--- config.mk ---
export PLATFORM = sky130hd
export DESIGN_NAME = stream_acc_array
export DESIGN_NICKNAME = d
export VERILOG_FILES = /design/src/rtl/stream_acc_array.sv
export SDC_FILE = /design/constraint.sdc
export NUM_CORES = 1
export LEC_CHECK = 0
export BUFFER_PORTS_ARGS = -buffer_cell sky130_fd_sc_hd__buf_2
export CORE_UTILIZATION = 62
export CTS_CLUSTER_DIAMETER = 120
export CTS_CLUSTER_SIZE = 14
export DETAILED_ROUTE_END_ITERATION = 10
export HOLD_SLACK_MARGIN = 0.12
export PLACE_DENSITY = 0.87
export SLEW_MARGIN = 40
export SYNTH_ARGS = -nofsm -noshare
export SYNTH_HDL_FRONTEND = slang
export SYNTH_SLANG_ARGS = --single-unit
export TNS_END_PERCENT = 30
--- constraint.sdc ---
create_clock -name clk -period 5.14 [get_ports clk]
set_input_delay 0 -clock clk [delete_from_list [all_inputs] [get_ports clk]]
set_output_delay 0 -clock clk [all_outputs]
set_load 0.02 [all_outputs]
--- src/rtl/stream_acc_array.sv ---
// stream_acc_array
//   Converts LANE parallel stochastic bitstreams into binary values by
//   counting over a window of N = 2**CWID accepted beats.
//   The FSM steps through IDLE, ACC and HOLD. In ACC, a beat is a cycle
//   with enable=1. After the last beat of the window, the per-lane counts
//   are latched into cntOut and held with outValid=1. They stay there until
//   outValid & outReady.
//
//   Build option:
//     STREAM_ACC_BIPOLAR_EN  defined   -> bipolar decode,
//                                         cntOut = 2*ones - N (signed)
//                            undefined -> unipolar decode,
//                                         cntOut = ones (unsigned)
//
//   Ports:
//     clk       in   rising-edge clock
//     rst       in   synchronous active-high reset
//     start     in   request a new conversion window (IDLE, or HOLD+handshake)
//     enable    in   bitSeq carries a valid beat (ACC only)
//     bitSeq    in   [LANE-1:0] one stochastic bit per lane
//     busy      out  high while accumulating (ACC)
//     outValid  out  cntOut holds a completed result (HOLD)
//     outReady  in   consumer accepts the result
//     cntOut    out  [LANE-1:0] x [CWID+1:0] per-lane decoded value
module stream_acc_array #(
  parameter int CWID = 8,
  parameter int LANE = 16
) (
  input  logic            clk,
  input  logic            rst,
  input  logic            start,
  input  logic            enable,
  input  logic [LANE-1:0] bitSeq,
  output logic            busy,
  output logic            outValid,
  input  logic            outReady,
  output logic [CWID+1:0] cntOut [LANE-1:0]
);

  localparam int AW = CWID + 2;

  typedef enum logic [1:0] {
    IDLE = 2'd0,
    ACC  = 2'd1,
    HOLD = 2'd2
  } state_e;

  state_e          state_q;
  logic [CWID-1:0] win_q;
  logic [AW-1:0]   acc_q [LANE-1:0];
  logic [AW-1:0]   acc_d [LANE-1:0];
  logic [AW-1:0]   cnt_q [LANE-1:0];
  logic            valid_q;
  logic            busy_q;

  // Per-lane value after accepting the current beat. AW bits cover the
  // range 0..N (unipolar) and -N..+N (bipolar), so the count cannot wrap.
  always_comb begin
    acc_d = acc_q;
    for (int unsigned i = 0; i < LANE; i++) begin
`ifdef STREAM_ACC_BIPOLAR_EN
      acc_d[i] = bitSeq[i] ? acc_q[i] + AW'(1) : acc_q[i] - AW'(1);
`else
      acc_d[i] = acc_q[i] + AW'(bitSeq[i]);
`endif
    end
  end

  always_ff @(posedge clk) begin
    if (rst) begin
      state_q <= IDLE;
      win_q   <= '0;
      acc_q   <= '{default: '0};
      cnt_q   <= '{default: '0};
      valid_q <= 1'b0;
      busy_q  <= 1'b0;
    end else begin
      case (state_q)
        IDLE: begin
          if (start) begin
            acc_q   <= '{default: '0};
            win_q   <= '0;
            state_q <= ACC;
            busy_q  <= 1'b1;
          end
        end
        ACC: begin
          if (enable) begin
            acc_q <= acc_d;
            win_q <= win_q + CWID'(1);
            // Counter at all-ones means this beat wraps it: window complete.
            if (win_q == '1) begin
              cnt_q   <= acc_d;
              state_q <= HOLD;
              busy_q  <= 1'b0;
              valid_q <= 1'b1;
            end
          end
        end
        HOLD: begin
          if (outReady) begin
            valid_q <= 1'b0;
            // A start on the handshake cycle chains straight into a new window.
            if (start) begin
              acc_q   <= '{default: '0};
              win_q   <= '0;
              state_q <= ACC;
              busy_q  <= 1'b1;
            end else begin
              state_q <= IDLE;
            end
          end
        end
        default: begin
          state_q <= IDLE;
          valid_q <= 1'b0;
          busy_q  <= 1'b0;
        end
      endcase
    end
  end

  assign busy     = busy_q;
  assign outValid = valid_q;
  assign cntOut   = cnt_q;

endmodule

==> summary.log <==
qor: cells_and_area.layout.cells.most_common dfxtp_1
qor: grt.grt_remaining_overflow 0
qor: clocking.clock_latency 550 ps
qor: yosys.syn-num-nets 1737
qor: cells_and_area.fin_cells 2092
qor: floorplan.row_count 55
qor: floorplan.top_level_ports 183
qor: detailed_routing.met2_wirelength 16100 um
qor: power_and_ir_drop.cellInternalPower 3.62 mW
qor: timing.hold_viol_final 0
qor: yosys.avgSynthCellArea 8.56 um^2
qor: timing.grt_setup_unrepaired false
qor: clocking.ctsLongestPathBuffers 3
qor: yosys.netlist.top_cell.by_area dfxtp_1
qor: timing.setup-violations-final 0
qor: detailed_routing.maxUsedRoutingLayer met4
qor: yosys.top_cells_by_area_in_the_synthesized_netlist dfxtp_1 (46%), a21oi_1 (5.9%), o21ai_0 (5.4%)
qor: floorplan.placeableCoreArea 22700 um^2
qor: critical_path.startpoint_type register
qor: critical_path.cpMaxStageDelayCell and3b_4
qor: placement.numPortBuffers 182
qor: clocking.cts_setup_buffers 0
qor: clocking.cts-hold-fix-buffers 24
qor: detailed_routing.drt_wl_total 37000 um
qor: yosys.synth_flop_cell dfxtp_1
qor: cells_and_area.synthToLayoutAreaGrowth 12.5%
qor: yosys.synth.yosys.warnings 0
qor: timing.worst_pin_slew 810 ps
qor: grt.grt_use_total 30.2%
qor: timing.timing.fmax 295 MHz
qor: floorplan.die_width 154 um
qor: detailed_routing.dr_total_vias 13.0k
qor: clocking.clock_tree_from_tritoncts built
qor: yosys.synth_cell_types 49
qor: power_and_ir_drop.pwr-share-clk 39.9%
qor: clocking.ctsRootBufferMaster clkbuf_16
qor: yosys.seq_area_frac_synth 46.2%
qor: power_and_ir_drop.peakVddDrop 229 uV
qor: run.timing.max_cap.violations 0
qor: yosys.ys_seq_elements 332
qor: timing.timing.slew.headroom 46.0%
qor: critical_path.worstSetupEndpointType register
qor: critical_path.path_class register to register
qor: cells_and_area.total_number_of_nets_in_the_final_design 1861
qor: cells_and_area.final_core_util 71.3%
qor: detailed_routing.wl_met3 3190 um
qor: critical_path.crit_fanout 62
qor: floorplan.die-area 23800 um^2
qor: floorplan.effective_utilization_at_floorplan 63.4%
qor: timing.final.period_utilization 66.1%
qor: power_and_ir_drop.total_switching_power 1.04 mW
qor: yosys.synth.top_cell.area_share 46.2%
qor: cells_and_area.antenna_cells 0
qor: placement.dp.cells 2038
qor: timing.post-route-min-period 3400 ps
qor: timing.final_max_slew_viol_count 0
qor: yosys.syn_area 14400 um^2
qor: floorplan.chipHeight 154 um
qor: clocking.cts_sinks 332
qor: grt.grt_pass1_vias 11.6k
qor: hold_path.min-delay-path-class input port to register
qor: detailed_routing.ant_nets 0
qor: critical_path.cp_num_buf_inv 2
qor: power_and_ir_drop.cellPowerDensity 288 nW/um^2
qor: grt.pin_count_of_the_biggest_net_entering_global_routing 120
qor: yosys.number_of_enable_flip_flop_cells_after_synthesis 0
qor: cells_and_area.fill_cells 1724
qor: timing.fin_setup_tns 0 ps
qor: power_and_ir_drop.p_sw_share 22.4%
qor: placement.hpwl 23800 um
qor: cells_and_area.layout-drive-gt1-share 12.9%
qor: detailed_routing.drt_iter0_drc 1251
qor: clocking.htree_levels 1
qor: detailed_routing.drc 0
qor: timing.skew 20.4 ps
qor: grt.antenna_found_initial 0
qor: power_and_ir_drop.sequentialPowerShare 55.6%
qor: clocking.number_of_clock_buffers_inserted_by_tritoncts 27
qor: detailed_routing.avgRoutedWirePerCell 17.7 um
qor: detailed_routing.drt_pre_antenna_iters 7
qor: critical_path.worstPathArrival 3890 ps
qor: critical_path.critical_path_required 5630 ps
qor: detailed_routing.route.layer.met1.wl 16800 um
qor: power_and_ir_drop.p_leak 5.97 nW
qor: run_status.result_of_the_run completed
qor: yosys.synth_async_sr_flop_share 0%
qor: placement.gp_congestion 0.834
qor: power_and_ir_drop.pwr-share-comb 4.5%
qor: critical_path.critical_path.max_stage_delay 730 ps
qor: critical_path.timing.critical_path.cells and3b_4, and3_4, buf_4, nand2_1, a21oi_1, dlygate4sd3_1
qor: yosys.synthesis.instances 1683
qor: detailed_routing.vias_per_cell 6.20
qor: grt.global_route_wire_length_before_repair 59000 um
qor: critical_path.critical_path.top_delay_family simple AND/OR/NAND/NOR gates
qor: clocking.cts-resized-gates 0
qor: cells_and_area.layout.cells.most_common_list dfxtp_1 (332), nor2_1 (187), buf_2 (181), a21oi_1 (169), nand2_1 (162)
qor: clocking.cts.clk_slew.worst_paths 70 ps
## tightest hold or removal path: stages
cell and delay [ps]:
dlygate4sd3_1 520, buf_2 100, ha_1 140, a22oi_1 80
nor2_1 70
## registers in the layout (all words and copies together) (netlist names)
name      count
acc_q       160
busy          1
state_q       2
outValid      1
win_q         8
cntOut      160
## cell type report
cell class | count | area [um^2] | share of cell area (%)
clock inverters | 2 | 38.8 | 0.239
clock buffers | 27 | 676 | 4.17
inverters | 19 | 71.3 | 0.440
multi-input cells | 1206 | 7120 | 43.9
well taps | 285 | 357 | 2.20
repair buffers | 221 | 1290 | 7.96
flip-flops and latches | 332 | 6650 | 41.0
## cells by family (layout without fill, tap and decap cells)
group	after synthesis	count (layout)	share of synthesized area, %
xor gates and xnor gates	128	128	7.78
adders and majority gates	33	33	2.87
AOI/OAI and AO/OA	516	516	21.7
DFF	332	332	46.2
buffers and inverters	145	269	4.66
and+or+nand+nor	529	529	16.8
## path summary, 6_finish.rpt
| path | startpoint | endpoint | slack (ps) | cells after the start |
|---|---|---|---|---|
| hold / removal | bitSeq[13] | acc_q[130] | 400 | 5 |
| hold reg to reg | cntOut[0] | cntOut[0] | 450 | 2 |
| setup / recovery | state_q[0] | cntOut[80] | 1740 | 6 |
| setup reg to reg | state_q[0] | cntOut[80] | 1740 | 6 |
## synthesized netlist by cell type (all sizes together), types with 4 or more instances
| library cell | instances |
|---|---|
| a211oi | 50 |
| a21boi | 5 |
| a21oi | 170 |
| a221o | 7 |
| a22oi | 36 |
| a2bb2oi | 11 |
| a311oi | 35 |
| a31oi | 20 |
| and2 | 10 |
| and3 | 15 |
| and4 | 27 |
| buf | 54 |
| clkbuf | 72 |
| dfxtp | 332 |
| ha | 33 |
| inv | 19 |
| nand2 | 163 |
| nand3 | 45 |
| nand4 | 17 |
| nor2 | 188 |
| nor2b | 6 |
| nor3 | 34 |
| nor3b | 4 |
| o21ai | 156 |
| o22ai | 6 |
| o31ai | 5 |
| or3 | 8 |
| xnor2 | 72 |
| xor2 | 56 |
## stage by stage
step	hold WS [ps]	power (mW)	setup slack, ps	instance area, um^2
after floorplan	212	2.79	3520	14400
after global placement	377	2.84	2340	15200
after detailed placement	373	2.84	2250	15200
after CTS	405	4.67	1860	16200
after global routing	430	4.79	1560	16200
final	397	4.66	1740	16200
## layer usage
metal / up-vias / track usage, %
met2: 578 / 45.3
met1: 6080 / 44.5
met5: - / 0
met4: 0 / 9.34
met3: 73 / 4.46
li1: 6235 / -
## power by group through the flow
stage | Combinational, mW | Sequential, mW | Clock [mW]
final | 0.211 | 2.59 | 1.86
after floorplan | 0.143 | 2.65 | 0
after global routing | 0.226 | 2.59 | 1.97
after global placement | 0.188 | 2.65 | 0
after detailed placement | 0.191 | 2.65 | 0
after CTS | 0.205 | 2.59 | 1.87
Note: power is estimated with default switching activity, not from simulation.
